[src/rtl/pc_fetch_unit.sv]
// rtl/pc_fetch_unit.sv - program counter sequencer and single-outstanding instruction fetch FSM
//
// Purpose:
//   Holds the program counter, issues one instruction-memory read at a time,
//   registers the returned instruction, and computes the next PC from
//   jump / branch / sequential sources once the instruction executes.
//   A misaligned fetch target halts the unit until reset.
//
// Ports:
//   clk           in   1   clock, rising edge
//   rst           in   1   asynchronous active-high reset
//   branch_next   in   1   branch taken for the instruction in EXEC
//   branch_target in  32   branch destination
//   jump          in   1   unconditional jump for the instruction in EXEC
//   jump_target   in  32   jump destination, bit 0 dropped
//   stall         in   1   downstream hold while in EXEC
//   imem_req      out  1   instruction read request (FETCH only)
//   imem_addr     out 32   instruction read address (= pc)
//   imem_ack      in   1   read data valid this cycle
//   imem_rdata    in  32   instruction word
//   instr         out 32   registered instruction
//   instr_pc      out 32   address of instr
//   instr_valid   out  1   instr / instr_pc valid (EXEC only)
//   misaligned    out  1   sticky misaligned-target trap

module pc_fetch_unit #(
  parameter logic [31:0] RESET_PC = 32'h0000_0000
) (
  input  logic        clk,
  input  logic        rst,
  input  logic        branch_next,
  input  logic [31:0] branch_target,
  input  logic        jump,
  input  logic [31:0] jump_target,
  input  logic        stall,
  output logic        imem_req,
  output logic [31:0] imem_addr,
  input  logic        imem_ack,
  input  logic [31:0] imem_rdata,
  output logic [31:0] instr,
  output logic [31:0] instr_pc,
  output logic        instr_valid,
  output logic        misaligned
);

  localparam logic [31:0] NOP = 32'h0000_0013;

  typedef enum logic [1:0] {
    S_BOOT,
    S_FETCH,
    S_EXEC,
    S_HALT
  } state_t;

  state_t      state_q, state_d;
  logic [31:0] pc_q, pc_d;
  logic [31:0] instr_q, instr_d;
  logic [31:0] instr_pc_q, instr_pc_d;
  logic        mis_q, mis_d;
  logic [31:0] next_pc;

  // Redirect selection; jump outranks branch. Only consumed in EXEC with
  // stall low, so the inputs may be garbage in every other cycle.
  always_comb begin
    next_pc = instr_pc_q + 32'd4;
    if (jump) begin
      next_pc = jump_target & 32'hFFFF_FFFE;
    end else if (branch_next) begin
      next_pc = branch_target;
    end
  end

  always_ff @(posedge clk or posedge rst) begin
    if (rst) begin
      state_q    <= S_BOOT;
      pc_q       <= RESET_PC;
      instr_q    <= NOP;
      instr_pc_q <= RESET_PC;
      mis_q      <= 1'b0;
    end else begin
      state_q    <= state_d;
      pc_q       <= pc_d;
      instr_q    <= instr_d;
      instr_pc_q <= instr_pc_d;
      mis_q      <= mis_d;
    end
  end

  always_comb begin
    state_d    = state_q;
    pc_d       = pc_q;
    instr_d    = instr_q;
    instr_pc_d = instr_pc_q;
    mis_d      = mis_q;
    case (state_q)
      S_BOOT: begin
        // imem_ack is deliberately not looked at here: a response to a
        // request abandoned by reset must not be captured.
        state_d = S_FETCH;
      end
      S_FETCH: begin
        if (imem_ack) begin
          instr_d    = imem_rdata;
          instr_pc_d = pc_q;
          state_d    = S_EXEC;
        end
      end
      S_EXEC: begin
        if (!stall) begin
          if (next_pc[1:0] != 2'b00) begin
            // pc keeps the faulting instruction's address for debug.
            mis_d   = 1'b1;
            state_d = S_HALT;
          end else begin
            pc_d    = next_pc;
            state_d = S_FETCH;
          end
        end
      end
      S_HALT: begin
        state_d = S_HALT;
      end
      default: begin
        state_d = S_BOOT;
      end
    endcase
  end

  // Outputs are pure decodes of registered state so reset reaches them
  // without waiting for a clock.
  assign imem_req    = (state_q == S_FETCH);
  assign imem_addr   = pc_q;
  assign instr       = instr_q;
  assign instr_pc    = instr_pc_q;
  assign instr_valid = (state_q == S_EXEC);
  assign misaligned  = mis_q;

endmodule

[config.mk]
export PLATFORM = sky130hd
export DESIGN_NAME = pc_fetch_unit
export DESIGN_NICKNAME = d
export VERILOG_FILES = /design/src/rtl/pc_fetch_unit.sv
export SDC_FILE = /design/constraint.sdc
export NUM_CORES = 1
export LEC_CHECK = 0
export BUFFER_PORTS_ARGS = -buffer_cell sky130_fd_sc_hd__buf_2
export CAP_MARGIN = 30
export CORE_ASPECT_RATIO = 0.5
export CORE_MARGIN = 5
export CORE_UTILIZATION = 49
export DETAILED_ROUTE_END_ITERATION = 10
export PLACE_DENSITY = 0.81
export SYNTH_ARGS = -nofsm -noshare
export SYNTH_HDL_FRONTEND = slang
export SYNTH_SLANG_ARGS = --single-unit
[constraint.sdc]
create_clock -name clk -period 5.3 [get_ports clk]
set_clock_uncertainty 0.15 [all_clocks]
set_input_delay 1.59 -clock clk [delete_from_list [all_inputs] [get_ports clk]]
set_output_delay 1.59 -clock clk [all_outputs]
set_load 0.005 [all_outputs]
==> run metrics, run 1 <==
I/O Buffers=199; FILL cells=817; core area=9634 µm²; DP Wirelength=10.13 mm; Worst Path Required=5.37 ns; synth unique cells=54; # nets final=748; flops & latches, synth=99; vias in the first global route=4390; sequential element share of the synthesized area=50.41%; area grow syn2layout=28.52%; r2r endpoint=imem_addr[27]; # diodes=0; clock latency at the later pin of the worst-skew pair=0.34 ns; Rows=25; fmax=0.2743 GHz; Post-synth ARST share=100.0%; final antenna-violating net count=0; # setup viols final=0; Min-Delay Path Class=reg -> reg; RSZ-0062 raised after global routing=no; Least-Margin Pin Slew=0.9704 ns; I/O pins=201; Post-Synthesis Cells=451; Top FF cell, synth=dfrtp_1; CP Launch Type=input pin; most frequent cells in the layout=199 x buf_2, 96 x dfrtp_1, 64 x mux2_2; Crit Path Max Fanout=34; Post-CTS Setup Repair Bufs=0; syn_nets=554; CP endpoint kind=flip-flop; Crit path largest cell delay=0.70 ns; Register Area=2481 µm²; Resized cells post-CTS=0; Reg2Reg Depth=5; largest net degree at the start of global routing=71; Pleak=3.175 nW; headroom to the max-slew limit=35.17%; RR Startpoint=instr_pc[2]; R2R setup slack=2.98 ns; critical path's slowest cell=o311ai_4; first-pass GRT wire length=21.98 mm; Post-synth EDFFs=0; CP cell instances=buf_2 -> nor3_1 -> o311ai_4 -> nor2_1 -> a311o_1; peak supply drop=194.1 µV; fin cells=785; Die H=80.87 µm; Multi-input gate area=2322 µm²; total wire length=13.75 mm; mapped cell area=4922 µm²; Worst Setup Path Type=in -> reg; Hold Buf Count CTS=0; clock buffer depth=2; DIE WIDTH=151.7 µm; Mean Syn Cell Area=10.91 µm²; crit path buf inv count=1; Max Cap Viol=0; Root Buffer Master=clkbuf_16; Min-Delay Startpoint=misaligned; placed cells=768; data arrival time of the worst path=3.71 ns; DR vias=4291; Starting DRT DRC Count=214; grt total ovfl=0; family with the most delay on the worst path=compound AO/OA/AOI/OAI gates; layout cells sized above 1=47.08%; Power Density=297.9 nW/µm²; Starting Density=51.09%; Yosys Warn Count=0; antenna violations before repair=0; full die area=12270 µm²; # clock sinks=99; Reg clk slew, reported paths=0.06 ns; Global Route Usage Sum=22.50%; htree depth=3; hold-critical path depth=1; mean number of vias per cell=5.466; outcome=complete, no violations; commonest non-fill, non-tap cell in the layout=buf_2; TritonCTS clock tree=yes; cts bufs inserted=9; final hold violations=0; worst hold endpoint=misaligned; Final period util=68.78%; setup TNS=0 ns; Slew Limit Fails=0; Pre-antenna DRT Iters=6; Min Clock Period, post-route=3.645 ns; WL per Instance=17.51 µm; Routability Congestion=0.7906; drc violations=0
==> worst max-delay path by stage <==
stage | to | cells past startpoint | start
2_1_floorplan | imem_addr[0] | 1 | rst
3_3_place_gp | imem_addr[15] | 5 | branch_next
3_5_place_dp | imem_addr[15] | 5 | branch_next
4_1_cts | imem_addr[15] | 5 | branch_next
5_1_grt | imem_addr[24] | 7 | branch_next
6_report | imem_addr[15] | 5 | branch_next
==> layer usage <==
metal | share of wire, % | wire [µm] | vias to the layer above | GRT usage [%]
met3 | 6.1 | 840 | 12 | 5.240
met2 | 52 | 7185 | 133 | 41.02
met1 | 41 | 5585 | 2119 | 27.62
li1 | - | - | 2027 | -
met5 | 0 | 0 | - | 0
met4 | 1.0 | 137 | 0 | 4.749
==> cell families (layout without fill, tap and decap cells) <==
| kind of cell | count (synthesis) | in the layout | share of synthesized area, % |
|---|---|---|---|
| flops | 99 | 99 | 50.41 |
| fa+ha+maj | 1 | 1 | 0.2542 |
| compound gates | 101 | 101 | 12.40 |
| buf+inv | 32 | 231 | 2.796 |
| simple gates | 125 | 125 | 14.23 |
| xor+xnor | 25 | 25 | 4.448 |
| mux | 68 | 68 | 15.46 |
==> power by group <==
part / total, mW / internal, mW / leakage, nW / switching [mW]
Sequential: 0.944 / 0.868 / 1.29 / 0.0765
Clock: 0.610 / 0.331 / 0.133 / 0.279
Combinational: 0.331 / 0.183 / 1.76 / 0.148
==> area by class of cell <==
cell class,instances,area share (%)
Multi-Input combinational cell,320,36.71
Clock buffer,12,3.896
Sequential cell,99,39.22
Timing Repair Buffer,205,16.46
Inverter,10,0.6329
Tap cell,135,2.670
Clock inverter,4,0.4153
==> state kept, by name (all words and copies together) (netlist names) <==
register / flops
imem_addr: 32
instr: 32
instr_pc: 32
state_q: 2
misaligned: 1
==> cell usage after synthesis (2+ instances only) <==
master | n | share of area, %
a21oi_1 | 28 | 2.8
o21ai_0 | 28 | 2.8
o22ai_1 | 2 | 0.25
nand2b_1 | 3 | 0.38
and2_1 | 2 | 0.25
a21o_1 | 3 | 0.46
mux2i_1 | 4 | 0.81
nor3b_2 | 2 | 0.51
xnor2_1 | 16 | 2.8
or4_1 | 2 | 0.30
o31ai_1 | 2 | 0.30
nor3_1 | 5 | 0.51
nor2b_1 | 4 | 0.51
dfstp_2 | 3 | 1.6
nor2_1 | 26 | 2.0
mux2_2 | 64 | 15
nand2_1 | 37 | 2.8
o211ai_1 | 3 | 0.46
nand3b_1 | 2 | 0.30
nor4_1 | 4 | 0.51
o21ai_1 | 8 | 0.81
xor2_1 | 9 | 1.6
a31oi_1 | 6 | 0.76
nand3_1 | 14 | 1.4
nand4_1 | 6 | 0.76
and3_1 | 3 | 0.38
nor4_2 | 4 | 1.0
a22oi_1 | 12 | 1.8
clkbuf_1 | 19 | 1.4
dfrtp_1 | 96 | 49
and4_1 | 2 | 0.36
nor4_4 | 2 | 0.86
inv_1 | 9 | 0.69
==> stage by stage <==
| stage | total power [mW] | setup slack, ns | cell area, µm² | hold slack [ns] | utilization, % |
|---|---|---|---|---|---|
| floorplan | 1.099 | 0.9745 | 4922 | 0.3010 | - |
| global placement | 1.276 | 1.342 | 6046 | 0.2904 | 62.75 |
| detailed placement | 1.294 | 1.293 | 6046 | 0.2969 | 62.75 |
| CTS | 1.903 | 1.649 | 6319 | 0.3109 | 65.58 |
| global route | 1.984 | 1.505 | 6326 | 0.3451 | 65.66 |
| finish | 1.885 | 1.655 | 6326 | 0.3131 | 65.66 |
Note: power is estimated with default switching activity, not from simulation.
==> inputs of run 2 (changes only) <==
==> constraint.sdc (replaced) <==
create_clock -name clk -period 3.8 [get_ports clk]
set_clock_uncertainty 0.15 [all_clocks]
set_input_delay 1.14 -clock clk [delete_from_list [all_inputs] [get_ports clk]]
set_output_delay 1.14 -clock clk [all_outputs]
set_load 0.005 [all_outputs]
==> run 2 against run 1 <==
  * Hold slack got worse by 0.0087 ns
  * Combinational power increased by 41%
  * Count of clock-buffer cells in the layout decreased by 2
  * First-iteration DRC count increased by 36%
  * Critical endpoint unchanged
==> run metrics, run 2 (synthesis gave the netlist of run 1 again) <==
Slew Limit Fails=0 (unchanged); headroom to the max-slew limit=61.60% (+26 points); Pre-antenna DRT Iters=4 (-2); placed cell area=6097 µm² (+0.85%); # nets final=753 (+0.67%); Rows=25 (unchanged); area grow syn2layout=30.76%; Power Density=437.6 nW/µm² (+47%); Finished Cell Area=6436 µm² (+1.7%); Max Cap Viol=0 (unchanged); commonest non-fill, non-tap cell in the layout=buf_2; data arrival time of the worst path=2.78 ns (-0.93 ns); Worst Path Required=3.88 ns (-1.49 ns); post-layout worst setup margin=1.102 ns (-0.5527 ns); Root Buffer Master=clkbuf_16; total wire length=13.75 mm (about the same); RR Startpoint=instr_pc[4]; Reg clk slew, reported paths=0.07 ns (about the same); Starting Density=51.09% (unchanged); outcome=complete, no violations; layout cells sized above 1=47.55% (+0.48 points); Worst Setup Path Type=in -> reg; critical path's slowest cell=buf_2; Internal=2.109 mW (+53%); drc violations=0 (unchanged); Starting DRT DRC Count=291 (+36%); Comb pwr share=16.6% (-1.0 points); DIE WIDTH=151.7 µm (unchanged); Final period util=71.00%; full die area=12270 µm² (unchanged); CP Launch Type=input pin; antenna violations before repair=0 (unchanged); R2R setup slack=1.47 ns (-1.51 ns); Pleak=3.225 nW (+1.6%); Final Total Pwr=2.817 mW (+49%); Clk pwr share=36.6% (+4.3 points); fin cells=789 (+0.51%); setup TNS=0 ns (unchanged); Crit path largest cell delay=0.46 ns (-0.24 ns); TritonCTS clock tree=yes; DR vias=4286 (-0.12%); Switching Share=25.13% (-1.6 points); DP Wirelength=10.07 mm (-0.56%); htree depth=3 (unchanged); Switching Power=707.8 µW (+41%); grt total ovfl=0 (unchanged); most frequent cells in the layout=199 x buf_2, 96 x dfrtp_1, 64 x mux2_2; first-pass GRT wire length=22.21 mm (+1.0%); RSZ-0062 raised after global routing=no; I/O pins=201 (unchanged); fmax=0.3707 GHz; r2r endpoint=imem_addr[27]; # diodes=0 (unchanged); Least-Margin Pin Slew=0.5707 ns (-0.3997 ns); Min-Delay Startpoint=misaligned; CP endpoint kind=flip-flop; Min Clock Period, post-route=2.698 ns; Post-CTS Setup Repair Bufs=0 (unchanged); # clock sinks=99 (unchanged); # setup viols final=0 (unchanged); mean number of vias per cell=5.432 (-0.62%); cts bufs inserted=9 (unchanged); Routability Congestion=0.7777 (-1.6%); peak supply drop=259.8 µV (+34%); Crit Path Max Fanout=30 (-12%); I/O Buffers=199 (unchanged); final antenna-violating net count=0 (unchanged); clock buffer depth=2 (unchanged); Die H=80.87 µm (unchanged); Resized cells post-CTS=0 (unchanged); clock latency at the later pin of the worst-skew pair=0.34 ns (about the same); worst setup path start=jump; vias in the first global route=4469 (+1.8%); hold-critical path depth=1 (unchanged); Global Route Usage Sum=23.00% (+0.50 points); CP cell instances=buf_2 -> inv_2 -> o21ai_1 -> or2b_2 -> nor2_1 -> a311o_1; WL per Instance=17.43 µm (-0.48%); Reg2Reg Depth=5 (unchanged); CP endpoint=imem_addr[15]; Min-Delay Path Class=reg -> reg; Hold Buf Count CTS=0 (unchanged); core area=9634 µm² (unchanged); Flop pwr share=46.8% (-3.3 points); Setup Slack @ Placement=0.7631 ns (-0.5304 ns); FILL cells=773 (-5.4%); final hold violations=0 (unchanged); placed cells=773 (+0.65%); largest net degree at the start of global routing=49 (-31%)
## run 2: how the worst min path moves through the flow
stage                      end
finish              misaligned
global route        misaligned
CTS                 misaligned
detailed placement  misaligned
global placement    misaligned
floorplan           misaligned
## run 2: area by class of cell
class	instances	area [µm²]	area share, %
inverters	10	41.29	0.6415
multi-input cells	320	2322	36.08
clock inverters	5	102.6	1.594
flip-flops and latches	99	2481	38.55
well taps	135	168.9	2.624
clock buffers	10	229.0	3.558
repair buffers	210	1091	16.95
## run 2: layer usage
metal / up-vias / wire length [µm] / share of wire [%] / GRT usage [%]
li1: 2028 / - / - / -
met1: 2084 / 5372 / 39 / 27.89
met2: 150 / 7062 / 51 / 40.13
met3: 24 / 1075 / 7.8 / 6.745
met4: 0 / 242 / 1.8 / 7.079
met5: - / 0 / 0 / 0
## run 2: metrics by stage
| stage | hold WS (ns) | util (%) |
|---|---|---|
| global route | 0.3314 | 66.81 |
| global placement | 0.2910 | 63.29 |
| finish | 0.3045 | 66.81 |
| floorplan | 0.3010 | - |
| CTS | 0.3083 | 66.73 |
| detailed placement | 0.2966 | 63.29 |
## run 2: power by group through the flow
| stage | sequential [mW] | clock (mW) | combinational, mW |
|---|---|---|---|
| floorplan | 1.34 | 0 | 0.194 |
| global placement | 1.32 | 0 | 0.462 |
| detailed placement | 1.33 | 0 | 0.476 |
| CTS | 1.32 | 1.05 | 0.478 |
| global route | 1.34 | 1.10 | 0.523 |
| finish | 1.32 | 1.03 | 0.467 |
## run 2: worst max-delay path: cells and delay by family
kind | cells | cell delay [ns]
compound gates | 2 | 0.52
buf+inv | 2 | 0.70
simple gates | 2 | 0.40
